==> src/rtl/lc3b_types.sv <==
// Shared LC-3b memory-side types and the arbiter state encoding.
package lc3b_types;
    typedef logic [15:0]  lc3b_word;
    typedef logic [127:0] lc3b_block;

    typedef enum logic [1:0] {
        IDLE    = 2'd0,
        SERVE_I = 2'd1,
        SERVE_D = 2'd2
    } lc3b_arb_state;

    // Request bundle routed through the select mux: {read, write, address, wdata}
    localparam int REQ_W = 2 + $bits(lc3b_word) + $bits(lc3b_block);
endpackage

==> src/rtl/cache_arbiter_mux2.sv <==
// Generic parameterised 2:1 mux; sel = 1 picks b.
module cache_arbiter_mux2 #(
    parameter int WIDTH = 1
) (
    input  logic             sel,
    input  logic [WIDTH-1:0] a,
    input  logic [WIDTH-1:0] b,
    output logic [WIDTH-1:0] y
);
    assign y = sel ? b : a;
endmodule

==> src/rtl/cache_arbiter.sv <==
// Arbitrates I-cache line fills and D-cache fills/writebacks onto one memory port.
// state   | meaning
// IDLE    | no owner; memory request lines low, pmem_resp ignored
// SERVE_I | I-cache owns the port until pmem_resp
// SERVE_D | D-cache owns the port until pmem_resp
module cache_arbiter
    import lc3b_types::*;
#(
    parameter int ROUND_ROBIN = 0
) (
    input  logic         clk,
    input  logic         rst,
    input  logic         i_pmem_read,
    input  logic [15:0]  i_pmem_address,
    output logic [127:0] i_pmem_rdata,
    output logic         i_pmem_resp,
    input  logic         d_pmem_read,
    input  logic         d_pmem_write,
    input  logic [15:0]  d_pmem_address,
    input  logic [127:0] d_pmem_wdata,
    output logic [127:0] d_pmem_rdata,
    output logic         d_pmem_resp,
    output logic         pmem_read,
    output logic         pmem_write,
    output logic [15:0]  pmem_address,
    output logic [127:0] pmem_wdata,
    input  logic [127:0] pmem_rdata,
    input  logic         pmem_resp
);
    lc3b_arb_state state, next_state;
    logic          last_grant_d;
    logic          i_req, d_req, d_wins;
    logic [REQ_W-1:0] sel_req;
    logic          sel_read, sel_write;

    assign i_req  = i_pmem_read;
    assign d_req  = d_pmem_read | d_pmem_write;
    assign d_wins = (ROUND_ROBIN != 0) ? ~last_grant_d : 1'b1;

    cache_arbiter_mux2 #(.WIDTH(REQ_W)) u_req_mux (
        .sel (state == SERVE_D),
        .a   ({i_pmem_read, 1'b0, i_pmem_address, 128'd0}),
        .b   ({d_pmem_read, d_pmem_write, d_pmem_address, d_pmem_wdata}),
        .y   (sel_req)
    );

    assign {sel_read, sel_write, pmem_address, pmem_wdata} = sel_req;

    // Read data is broadcast; only the per-requester resp marks it valid.
    assign i_pmem_rdata = pmem_rdata;
    assign d_pmem_rdata = pmem_rdata;

    always_ff @(posedge clk) begin
        if (rst) begin
            state        <= IDLE;
            last_grant_d <= 1'b0;
        end else begin
            state <= next_state;
            if (state == IDLE && next_state != IDLE)
                last_grant_d <= (next_state == SERVE_D);
        end
    end

    always_comb begin
        next_state  = state;
        pmem_read   = 1'b0;
        pmem_write  = 1'b0;
        i_pmem_resp = 1'b0;
        d_pmem_resp = 1'b0;
        case (state)
            IDLE: begin
                if (d_req && (!i_req || d_wins))
                    next_state = SERVE_D;
                else if (i_req)
                    next_state = SERVE_I;
            end
            SERVE_I: begin
                pmem_read   = sel_read;
                i_pmem_resp = pmem_resp;
                if (pmem_resp)
                    next_state = IDLE;
            end
            SERVE_D: begin
                pmem_read   = sel_read;
                pmem_write  = sel_write;
                d_pmem_resp = pmem_resp;
                if (pmem_resp)
                    next_state = IDLE;
            end
            default: next_state = IDLE;
        endcase
    end
endmodule

==> config.mk <==
export PLATFORM = sky130hd
export DESIGN_NAME = cache_arbiter
export DESIGN_NICKNAME = d
export VERILOG_FILES = /design/src/rtl/lc3b_types.sv /design/src/rtl/cache_arbiter_mux2.sv /design/src/rtl/cache_arbiter.sv
export SDC_FILE = /design/constraint.sdc
export NUM_CORES = 1
export LEC_CHECK = 0
export ABC_AREA = 1
export BUFFER_PORTS_ARGS = -buffer_cell sky130_fd_sc_hd__clkbuf_2
export CAP_MARGIN = 20
export CORE_AREA = 2 2 273 275
export CTS_BUF_LIST = sky130_fd_sc_hd__clkbuf_2 sky130_fd_sc_hd__clkbuf_4 sky130_fd_sc_hd__clkbuf_8
export CTS_CLUSTER_SIZE = 30
export DETAILED_ROUTE_END_ITERATION = 8
export DIE_AREA = 0 0 275 277
export SLEW_MARGIN = 20
export SYNTH_ARGS = -nofsm -noshare
export SYNTH_HDL_FRONTEND = slang
export SYNTH_SLANG_ARGS = --single-unit
==> constraint.sdc <==
create_clock -name clk -period 1.6 [get_ports clk]
set_clock_uncertainty 0.2 [all_clocks]
set_input_delay 0.16 -clock clk [delete_from_list [all_inputs] [get_ports clk]]
set_output_delay 0.16 -clock clk [all_outputs]
set_load 0.01 [all_outputs]
* Word level (Yosys, flattened, before mapping)
Cells that the tools add are included.
** Word-level totals
- Bits in registers :: 2
- Input bits :: 294
- Output and inout port bits :: 404
- Word-level logic and storage cells :: 18
** Operators by class
- Eq/ne operators :: 4
- Mux-type cells :: 9
- Bitwise gates (word level) :: 1
- Reductions and logical operators :: 3
** Operators by type and width (number)
- $mux W146 :: 1
- $mux W2 :: 3
- $mux W1 :: 4
- $pmux W2 S2 :: 1
- $ne A3 B3 Y1 const B :: 1
- $eq A2 B1 Y1 const B :: 1
- $eq A2 B2 Y1 const B :: 1
- $logic_not A2 Y1 :: 1
- $ne A2 B1 Y1 const B :: 1
- $reduce_and A2 Y1 :: 1
- $reduce_or A2 Y1 :: 1
- $or A1 B1 Y1 :: 1

* Logic depth before layout (Yosys ltp)
- Depth in word-level cells :: 4
- Gate-level depth with buffers :: 6
- Gate-level depth less buffers :: 6

* Hierarchy
A second synthesis with hierarchy kept.
** Second synthesis, totals
- Cells, all modules :: 754
- Area, all modules :: 4112.7 um2
** By module, submodules not included
- cache_arbiter :: times used 1, cells each 283, area an instance 2108.3 um2, seq. area each 40.0 um2
- cache_arbiter_mux2 :: times used 1, cells each 471, area an instance 2004.4 um2, seq. area each 0.0 um2

* Least setup slack after synthesis
No wires, ideal clock.
- Kind :: reg2out
- Start point :: register state[0]
- End point :: output pmem_address[0]
- Arrival :: 1049 ps
- Required time :: 1240 ps
- Slack :: 191 ps
- Cell stages (with the launch flop) :: 7
- Path buffers :: 1
- Cells stage by stage :: dfxtp_1 > inv_1 > ha_1 > inv_2 > buf_2 > nand2_1 > nand2_1
** On the way
- Cells in the longest elaborated chain, start to end :: 2
** RTL lines
- from (decl) :: line cache_arbiter.sv:30 : lc3b_arb_state state, next_state;
- from (signal assigned) :: line cache_arbiter.sv:58 : state <= next_state;
- $eq A2 B2 Y1 :: line cache_arbiter.sv:41 : .sel (state == SERVE_D),
- $mux W146 :: line cache_arbiter_mux2.sv:10 : assign y = sel ? b : a;
- to (decl) :: line cache_arbiter.sv:25 : output logic [15:0] pmem_address,
No other way between the ends.

* Worst setup path in the final report
- Start point :: register state[0]
- End point :: output pmem_address[9]
The elaborated chain is that of the path after synthesis.

==> metrics <==
status complete, but fails checks; failing checks negative setup slack; synthesized cell area 0.003400 mm^2; worst hold path type in -> reg; Critical Path End Type primary output; drt wl/cell between 15 and 20 um; placer's final routability congestion estimate between 0.9 and 1; die area ~0.076 mm^2; Hold Slack roughly 0.096 ns; Crit Path Class reg -> out; final worst setup slack -0.2034 ns; fin nets ~980; commonest non-fill, non-tap cell in the layout clkbuf_2; simple-gate share of the synthesized area around a fifth; Num CTS Buffers 3; static leakage between 3 and 4 nW; top flop regs state x2; Final Cell Area 0.005650 mm^2; RSZ-0062 raised after global routing true; placed cells approximately 1600; synth unique cells 13; DR iter-0 viols 82; dpl hpwl around 27 mm; # clock sinks 2; first-pass GRT wire length ~36 mm; crit share post-route 112.7%; die height ~280 um; setup_tns -17.83 ns; Post-route DRC 0; total power 2.533 mW; overall fraction of global-route tracks in use 7.288%; initial core utilization under 10%; FF/Latch Area approximately 43 um^2; Worst-path clk slew 0.03 ns; multiplexer share of the synthesized area 0%; largest cells by area after synthesis buf_4, nand2_1, inv_1; CP max FO 9; Required @ worst endpoint 1.24 ns; Worst-Margin Slew between 0.15 and 0.2 ns; Clock Tree Root clkbuf_8; largest family of logic cells by synthesized area buffers and inverters; share of cells above drive strength 1 between 60% and 70%; Worst slew margin around nine tenths; Max-cap violations 0; vias in the first global route approximately 3500; area grow syn2layout 66.21%; Die Span X 275 um; P per Cell Area ~450 mW/mm^2; routed wire length 30.78 mm; Pre-Repair DR Iteration Count 4; part of the Yosys area used for sequential elements 1.178%; r2r setup slk ~0.09 ns; Layout Cells excl Fill 1663; global-route track usage on met3 under 10%; core area between 0.07 and 0.08 mm^2; Avg Inst Size Synth 5.619 um^2; Max Root-Sink Buffers 2; Detail Route Antenna Nets 0; startpoint types flip-flop; GRT overflow 0; dpl cell area between 0.004 and 0.005 mm^2; routed vias about 3700; multi-input logic area between 0.001 and 0.0015 mm^2; largest net degree at the start of global routing 21; XOR/XNOR Fraction of Synth Area 0%; site row count 100; fin crit period between 1.5 and 2 ns; post-layout util around 7.7%; fill cell count about 8700; cells after synthesis 605; syn_nets roughly 900; YS warnings 0; Synth Area in Adders under 10%; Biggest register state; Max Freq roughly 550 MHz; VDD IR max 0.2075 mV; most frequent cells in the layout clkbuf_2, nand2_1, inv_1; Worst Path Arrival approximately 1.4 ns; Top Usage Layer GRT met2; met1 GRT Util approximately 5.8%; via density per instance between 2 and 2.5; post-place setup slack -0.04055 ns; max reg flops 2; initial antenna violation count 34; Final Setup Violations around 150; htree depth 1; met2 Track Usage GR between 10% and 20%; Compound-Gate Fraction of Synth Area less than 1%; synthesis-stage register bit count 2; clock latency on the worst-skew pair about 0.21 ns; CTS tree built; Final Hold Viols 0; Pins Over Slew Limit 0; Synth top area share between 50% and 60%; IO buf count 313; Yosys top cell by area buf_4; Ports between 600 and 700
==> routing by layer <==
metal / vias up / routed length, um
li1: 1591 / -
met1: 1489 / 8775
met2: 428 / 12890
met3: 185 / 6666
met4: 38 / 2200
met5: - / 250
==> worst max-delay path: stages, from the launching register on <==
cell	delay, ns
dfxtp_2	0.31
inv_2	0.07
ha_4	0.21
buf_12	0.19
inv_8	0.05
buf_8	0.14
nand2_1	0.07
nand2_2	0.06
clkbuf_2	0.12
==> logic make-up (layout without fill, tap and decap cells) <==
logic type,count (synthesis),after routing
adder cells (fa/ha/maj),3,3
buffers and inverters,408,487
AO/OA/AOI/OAI,4,4
AND/OR/NAND/NOR,188,188
flip-flops,2,2
other,0,10
==> layout make-up <==
cell class | count | area share (%)
sequential | 2 | 0.7529
inverter | 135 | 9.101
antenna | 10 | 0.4429
multi-input combinational | 195 | 20.33
timing repair buffer | 349 | 47.19
tap | 969 | 21.46
clock buffer | 3 | 0.7307
==> final timing paths <==
path / depth (start not counted) / endpoint / startpoint
max: 8 / pmem_address[9] / state[0]
min: 4 / state[1] / i_pmem_read
max reg2reg: 8 / state[1] / state[0]
min reg2reg: 4 / state[1] / state[1]
==> cell usage after synthesis <==
cell type and number:
buf_4 261, nand2_1 183, inv_1 134, buf_6 10
a21oi_1 3, ha_1 3, nor2_1 3, buf_2 2
dfxtp_1 2, inv_2 1, nand3b_1 1, nor3b_1 1
o21ai_0 1
==> timing repair <==
action | 4_1_cts | 5_1_grt
endpoints found under the hold margin | 2 | 0
pin swaps | 1 | 4
gates cloned | 3 | 8
resized for setup | 77 | 279
buffers inserted | 3 | 4
hold buffers | 1 | 0
setup endpoints to repair | 142 | 149
==> report_power, final <==
part | total, mW | switching, mW | internal (mW)
Clock | 0.198 | 0.0388 | 0.159
Combinational | 2.27 | 1.14 | 1.13
Sequential | 0.0619 | 0.00504 | 0.0568
Total | 2.53 | 1.18 | 1.35
Power figures use the tool's default switching activity.
